==> src/rtl/vga_fb_arbiter.sv <==
// vga_fb_arbiter
// Shares one framebuffer memory command port between the VGA display line
// fetcher (read bursts) and the pixel writer (write bursts). One command is
// issued per fixed-length burst and the data beats are counted to detect
// completion. Display wins ties while its scan-out FIFO is urgent, otherwise
// ties alternate round-robin.
// Optional feature: define VGA_ARB_STARVE_GUARD_EN to cap the number of
// consecutive display bursts granted while the writer is waiting.
module vga_fb_arbiter #(
  parameter int AW           = 32,
  parameter int BURST        = 16,
  parameter int MAX_DISP_RUN = 4
) (
  input  logic          pixel_clk,
  input  logic          pixel_rst,
  input  logic          disp_req,
  input  logic [AW-1:0] disp_addr,
  input  logic          disp_urgent,
  output logic          disp_gnt,
  output logic          disp_done,
  input  logic          wr_req,
  input  logic [AW-1:0] wr_addr,
  output logic          wr_gnt,
  output logic          wr_done,
  output logic          mem_cmd_valid,
  input  logic          mem_cmd_ready,
  output logic          mem_cmd_write,
  output logic [AW-1:0] mem_cmd_addr,
  input  logic          mem_beat,
  output logic [1:0]    owner
);
  localparam int CW = $clog2(BURST) + 1;
  localparam logic [CW-1:0] BEAT_ONE  = CW'(1);
  localparam logic [CW-1:0] BEAT_LAST = CW'(BURST);
  localparam logic [1:0]    OWN_NONE  = 2'b00;
  localparam logic [1:0]    OWN_DISP  = 2'b01;
  localparam logic [1:0]    OWN_WR    = 2'b10;

  typedef enum logic [1:0] {
    ST_IDLE  = 2'b00,
    ST_CMD   = 2'b01,
    ST_BURST = 2'b10
  } state_t;

  state_t        state_q, state_d;
  logic [CW-1:0] beat_cnt_q, beat_cnt_d;
  logic [CW-1:0] beat_next_s;
  logic          last_wr_q, last_wr_d;   // 1: the writer owned the last completed burst
  logic          valid_q, valid_d;
  logic          write_q, write_d;
  logic [AW-1:0] addr_q, addr_d;
  logic [1:0]    owner_q, owner_d;
  logic          disp_gnt_q, disp_gnt_d;
  logic          disp_done_q, disp_done_d;
  logic          wr_gnt_q, wr_gnt_d;
  logic          wr_done_q, wr_done_d;
  logic          any_req_s;
  logic          pick_wr_s;
  logic          guard_hit_s;

`ifdef VGA_ARB_STARVE_GUARD_EN
  localparam int RW = $clog2(MAX_DISP_RUN + 1);
  localparam logic [RW-1:0] RUN_ONE = RW'(1);
  localparam logic [RW-1:0] RUN_MAX = RW'(MAX_DISP_RUN);

  logic [RW-1:0] run_cnt_q, run_cnt_d;

  // Count display bursts accepted back-to-back while the writer keeps asking.
  always_comb begin
    run_cnt_d = run_cnt_q;
    if (state_q == ST_IDLE) begin
      if (!wr_req) begin
        run_cnt_d = '0;
      end else begin
        run_cnt_d = run_cnt_q;
      end
    end else if ((state_q == ST_CMD) && mem_cmd_ready) begin
      if (write_q) begin
        run_cnt_d = '0;
      end else if (wr_req && (run_cnt_q != RUN_MAX)) begin
        run_cnt_d = run_cnt_q + RUN_ONE;
      end else begin
        run_cnt_d = run_cnt_q;
      end
    end else begin
      run_cnt_d = run_cnt_q;
    end
  end

  // Run counter register.
  always_ff @(posedge pixel_clk or posedge pixel_rst) begin
    if (pixel_rst) begin
      run_cnt_q <= '0;
    end else begin
      run_cnt_q <= run_cnt_d;
    end
  end

  assign guard_hit_s = wr_req && (run_cnt_q == RUN_MAX);
`else
  // Keeps the parameter list identical in both builds.
  localparam int unused_max_disp_run = MAX_DISP_RUN;
  assign guard_hit_s = 1'b0;
`endif

  assign any_req_s   = disp_req | wr_req;
  assign beat_next_s = beat_cnt_q + BEAT_ONE;

  // Choose the next burst owner: guard, lone requester, urgency, round-robin.
  always_comb begin
    pick_wr_s = 1'b0;
    if (guard_hit_s) begin
      pick_wr_s = 1'b1;
    end else if (disp_req && !wr_req) begin
      pick_wr_s = 1'b0;
    end else if (wr_req && !disp_req) begin
      pick_wr_s = 1'b1;
    end else if (disp_urgent) begin
      pick_wr_s = 1'b0;
    end else begin
      pick_wr_s = ~last_wr_q;
    end
  end

  // FSM next state and next values of every registered output.
  always_comb begin
    state_d     = state_q;
    beat_cnt_d  = beat_cnt_q;
    last_wr_d   = last_wr_q;
    valid_d     = valid_q;
    write_d     = write_q;
    addr_d      = addr_q;
    owner_d     = owner_q;
    disp_gnt_d  = 1'b0;
    disp_done_d = 1'b0;
    wr_gnt_d    = 1'b0;
    wr_done_d   = 1'b0;
    case (state_q)
      ST_IDLE: begin
        if (any_req_s) begin
          state_d = ST_CMD;
          valid_d = 1'b1;
          write_d = pick_wr_s;
          addr_d  = pick_wr_s ? wr_addr : disp_addr;
          owner_d = pick_wr_s ? OWN_WR : OWN_DISP;
        end else begin
          valid_d = 1'b0;
          write_d = 1'b0;
          addr_d  = '0;
          owner_d = OWN_NONE;
        end
      end
      ST_CMD: begin
        if (mem_cmd_ready) begin
          state_d    = ST_BURST;
          valid_d    = 1'b0;
          beat_cnt_d = '0;
          disp_gnt_d = ~write_q;
          wr_gnt_d   = write_q;
        end else begin
          state_d = ST_CMD;
        end
      end
      ST_BURST: begin
        if (mem_beat && (beat_next_s == BEAT_LAST)) begin
          state_d     = ST_IDLE;
          beat_cnt_d  = beat_next_s;
          last_wr_d   = write_q;
          disp_done_d = ~write_q;
          wr_done_d   = write_q;
          write_d     = 1'b0;
          addr_d      = '0;
          owner_d     = OWN_NONE;
        end else if (mem_beat) begin
          beat_cnt_d = beat_next_s;
        end else begin
          beat_cnt_d = beat_cnt_q;
        end
      end
      default: begin
        state_d = ST_IDLE;
        valid_d = 1'b0;
        write_d = 1'b0;
        addr_d  = '0;
        owner_d = OWN_NONE;
      end
    endcase
  end

  // State, counters and registered outputs.
  always_ff @(posedge pixel_clk or posedge pixel_rst) begin
    if (pixel_rst) begin
      state_q     <= ST_IDLE;
      beat_cnt_q  <= '0;
      last_wr_q   <= 1'b1;
      valid_q     <= 1'b0;
      write_q     <= 1'b0;
      addr_q      <= '0;
      owner_q     <= OWN_NONE;
      disp_gnt_q  <= 1'b0;
      disp_done_q <= 1'b0;
      wr_gnt_q    <= 1'b0;
      wr_done_q   <= 1'b0;
    end else begin
      state_q     <= state_d;
      beat_cnt_q  <= beat_cnt_d;
      last_wr_q   <= last_wr_d;
      valid_q     <= valid_d;
      write_q     <= write_d;
      addr_q      <= addr_d;
      owner_q     <= owner_d;
      disp_gnt_q  <= disp_gnt_d;
      disp_done_q <= disp_done_d;
      wr_gnt_q    <= wr_gnt_d;
      wr_done_q   <= wr_done_d;
    end
  end

  assign mem_cmd_valid = valid_q;
  assign mem_cmd_write = write_q;
  assign mem_cmd_addr  = addr_q;
  assign owner         = owner_q;
  assign disp_gnt      = disp_gnt_q;
  assign disp_done     = disp_done_q;
  assign wr_gnt        = wr_gnt_q;
  assign wr_done       = wr_done_q;

endmodule
==> config.mk <==
export PLATFORM = sky130hd
export DESIGN_NAME = vga_fb_arbiter
export DESIGN_NICKNAME = d
export VERILOG_FILES = /design/src/rtl/vga_fb_arbiter.sv
export SDC_FILE = /design/constraint.sdc
export NUM_CORES = 1
export LEC_CHECK = 0
export ABC_AREA = 1
export CORE_MARGIN = 2
export CORE_UTILIZATION = 45
export DETAILED_ROUTE_END_ITERATION = 6
export GPL_TIMING_DRIVEN = 0
export HOLD_SLACK_MARGIN = 0.1
export PLACE_DENSITY = 0.86
export SLEW_MARGIN = 25
export SYNTH_ARGS = -nofsm -noshare
export SYNTH_HDL_FRONTEND = slang
export SYNTH_SLANG_ARGS = --single-unit
==> constraint.sdc <==
create_clock -name pixel_clk -period 2.4 [get_ports pixel_clk]
set_input_delay 0.36 -clock pixel_clk [delete_from_list [all_inputs] [get_ports pixel_clk]]
set_output_delay 0.36 -clock pixel_clk [all_outputs]
set_load 0.01 [all_outputs]
==> key figures <==
Status
  – Status: finished clean

Power
  – Tot Pwr: 3.44 mW
  – Maximum vdd drop: 511 µV
  – Leak pwr: 1.87 nW
  – Pwr/cell area: 928 mW/mm²

Floorplan
  – # rows: 26
  – Die width: 77.3 µm
  – Die area: 0.00598 mm²
  – Starting density of the core: 47.1%
  – Core region area: 0.00514 mm²
  – Die height: 77.3 µm
  – I/O pins: 111

Clock tree
  – TritonCTS clock tree: yes
  – Num Clock Sinks: 47
  – Longest Clk Path Bufs: 2
  – Num CTS Buffers: 5
  – Post-CTS Hold Buffers: 0
  – Clock latency on the worst-skew pair: 300 ps
  – H-tree levels: 2
  – PostCTS Resize Cnt: 0
  – Root Buffer: clkbuf_8
  – CTS clk-pin slew, worst paths: 90 ps
  – Post-CTS Setup Bufs: 0

STA
  – Fin. Hold Viols: 0
  – Hold Worst Slack: 416 ps
  – Setup TNS: 0 ps
  – Fmax: 562 MHz
  – Setup skew after layout: 8.19 ps
  – Slew Limit Fails: 0
  – Worst-margin pin slew: 513 ps
  – Unrepaired setup endpoints after global routing: false
  – Fin worst setup slack: 619 ps
  – Final period utilization: 74.2%
  – Min Tclk post-route: 1780 ps
  – Normalized max-slew margin: 65.7%
  – Setup-failing EPs final: 0

Yosys
  – Synth Instances: 326
  – Number of synthesized flops with an enable pin: 0
  – Largest area contributor in the netlist: dfrtp_1
  – Prevailing post-synth register cell: dfrtp_1
  – Most numerous cell in the Yosys netlist: nand2_1
  – Post-synth ARST share: 100%
  – Post-synth top area share: 47.6%
  – Cell area after synthesis: 0.00242 mm²
  – Synth top area cells: dfrtp_1 48%, nand2_1 18%, nand3_1 15%
  – Synthesis-stage register bit count: 47
  – Post-synth top cells: 118 x nand2_1, 72 x nand3_1, 46 x dfrtp_1
  – Yosys warnings: 0
  – Syn Area/Cell: 7.42 µm²
  – Synth Net Count: 399
  – Post-synthesis sequential area ratio: 48.7%
  – Distinct cells, synth: 21

Critical path
  – CP Max Fanout: 6
  – Crit path kind: reg -> out
  – Crit end category: output pin
  – CP Launch Type: flip-flop
  – R2R Setup Slk: 740 ps
  – Reg2reg start: beat_cnt_q[0]$_DFFE_PP0P_
  – Crit path DAT: 1420 ps
  – R2r endpoint: mem_cmd_addr[26]$_DFFE_PP0P_
  – Req. time, crit path: 2040 ps
  – Reg2Reg Depth: 11

Placed design
  – PortBufs: 110
  – Worst slack at placement: 430 ps
  – Hpwl dp: 5.24 mm
  – GP Congestion: 0.811
  – Cell Area, Placed: 0.00363 mm²

Final layout
  – FILL cells: 436
  – Nets: 517
  – Final instance area: 0.00371 mm²
  – Number of flip-flops in the largest register: 32
  – N_diodes: 0
  – Area Growth Syn to Fin: 53.5%
  – Share of post-route cells with drive strength above 1: 8.31%

Route
  – Post-DRT Antenna Nets: 0
  – First drt pass iteration count: 4
  – Drt initial violations: 110
  – Via density: 4.75
  – DRC viols: 0
  – Via count: 2,445
  – Routed wire per std cell: 13.0 µm
  – Drt total wl: 6.70 mm

GRT
  – Largest net degree at the start of global routing: 26
  – Initial antenna violation count: 0
  – First-pass GRT wire length: 11.2 mm
  – GRT Overall Usage: 23.9%
  – Vias in the first global route: 2,441
  – GRT overflow: 0

Run
  – Max_cap viols: 0

Min path
  – Worst hold path type: in -> async
how the worst max path moves through the flow:
stage	from	end	slack, ps	cells after the start
floorplan	beat_cnt_q[0]$_DFFE_PP0P_	mem_cmd_write$_DFFE_PP0P_	920	10
global placement	pixel_rst	mem_cmd_addr[28]$_DFFE_PP0P_	-10	2
detailed placement	disp_urgent	mem_cmd_addr[4]$_DFFE_PP0P_	430	10
CTS	mem_cmd_write$_DFFE_PP0P_	owner[1]	610	2
global route	beat_cnt_q[0]$_DFFE_PP0P_	mem_cmd_addr[31]$_DFFE_PP0P_	560	11
finish	mem_cmd_write$_DFFE_PP0P_	owner[1]	620	2
worst max-delay path, cell delays in order (launching register included):
cell and delay [ps]:
dfrtp_1 450, buf_4 140, clkdlybuf4s50_1 530
cells by family (layout without fill, tap and decap cells):
family / after synthesis / count (layout) / synth area share (%)
adders and majority gates: 2 / 2 / 1.03
DFF: 47 / 47 / 48.7
buffers and inverters: 61 / 180 / 11.1
AOI/OAI and AO/OA: 10 / 10 / 2.53
and+or+nand+nor: 206 / 206 / 36.6
area by class of cell:
| cell class | count | area (µm²) | share of cell area [%] |
|---|---|---|---|
| tap | 70 | 87.6 | 2.36 |
| inverter | 44 | 165 | 4.45 |
| clock inverter | 2 | 12.5 | 0.337 |
| clock buffer | 6 | 72.6 | 1.95 |
| multi-input combinational | 218 | 972 | 26.2 |
| buffer | 17 | 104 | 2.80 |
| sequential | 47 | 1180 | 31.7 |
| timing repair buffer | 111 | 1120 | 30.2 |
through the flow:
stage          utilization [%]  cells
2_1_floorplan                -    326
3_3_place_gp              70.2    506
3_5_place_dp              70.6    507
4_1_cts                   72.2    515
5_1_grt                   72.2    515
6_report                  72.2    515
placed cells by master (no fill, tap or decap):
| master | instances |
|---|---|
| o22ai_1 | 1 |
| inv_2 | 6 |
| clkbuf_1 | 2 |
| o21ai_1 | 1 |
| clkbuf_8 | 5 |
| nand3_1 | 72 |
| nand2_1 | 118 |
| nand2_2 | 1 |
| ha_1 | 2 |
| buf_12 | 1 |
| buf_6 | 2 |
| clkdlybuf4s50_1 | 110 |
| clkinvlp_4 | 1 |
| o21ai_0 | 5 |
| nand2_4 | 1 |
| dfstp_2 | 1 |
| buf_4 | 3 |
| nor2_2 | 2 |
| o211ai_1 | 1 |
| clkinv_2 | 1 |
| nor2_1 | 9 |
| o21ai_2 | 2 |
| buf_2 | 11 |
| nand4_1 | 3 |
| dfrtp_1 | 46 |
| inv_1 | 38 |
power by group:
part           internal, mW  switching (mW)
Clock                 0.204           0.266
Combinational         0.842           0.915
Sequential             1.06           0.161
Total                  2.10            1.34
routing by layer:
| layer | track usage, % | up-vias | routed length, µm |
|---|---|---|---|
| met5 | 0 | - | 0 |
| met4 | 8.04 | 0 | 99 |
| met3 | 5.53 | 9 | 418 |
| met2 | 43.0 | 75 | 3410 |
| met1 | 28.0 | 1112 | 2770 |
| li1 | - | 1249 | - |
No activity file was read; power rests on OpenSTA's default activity.
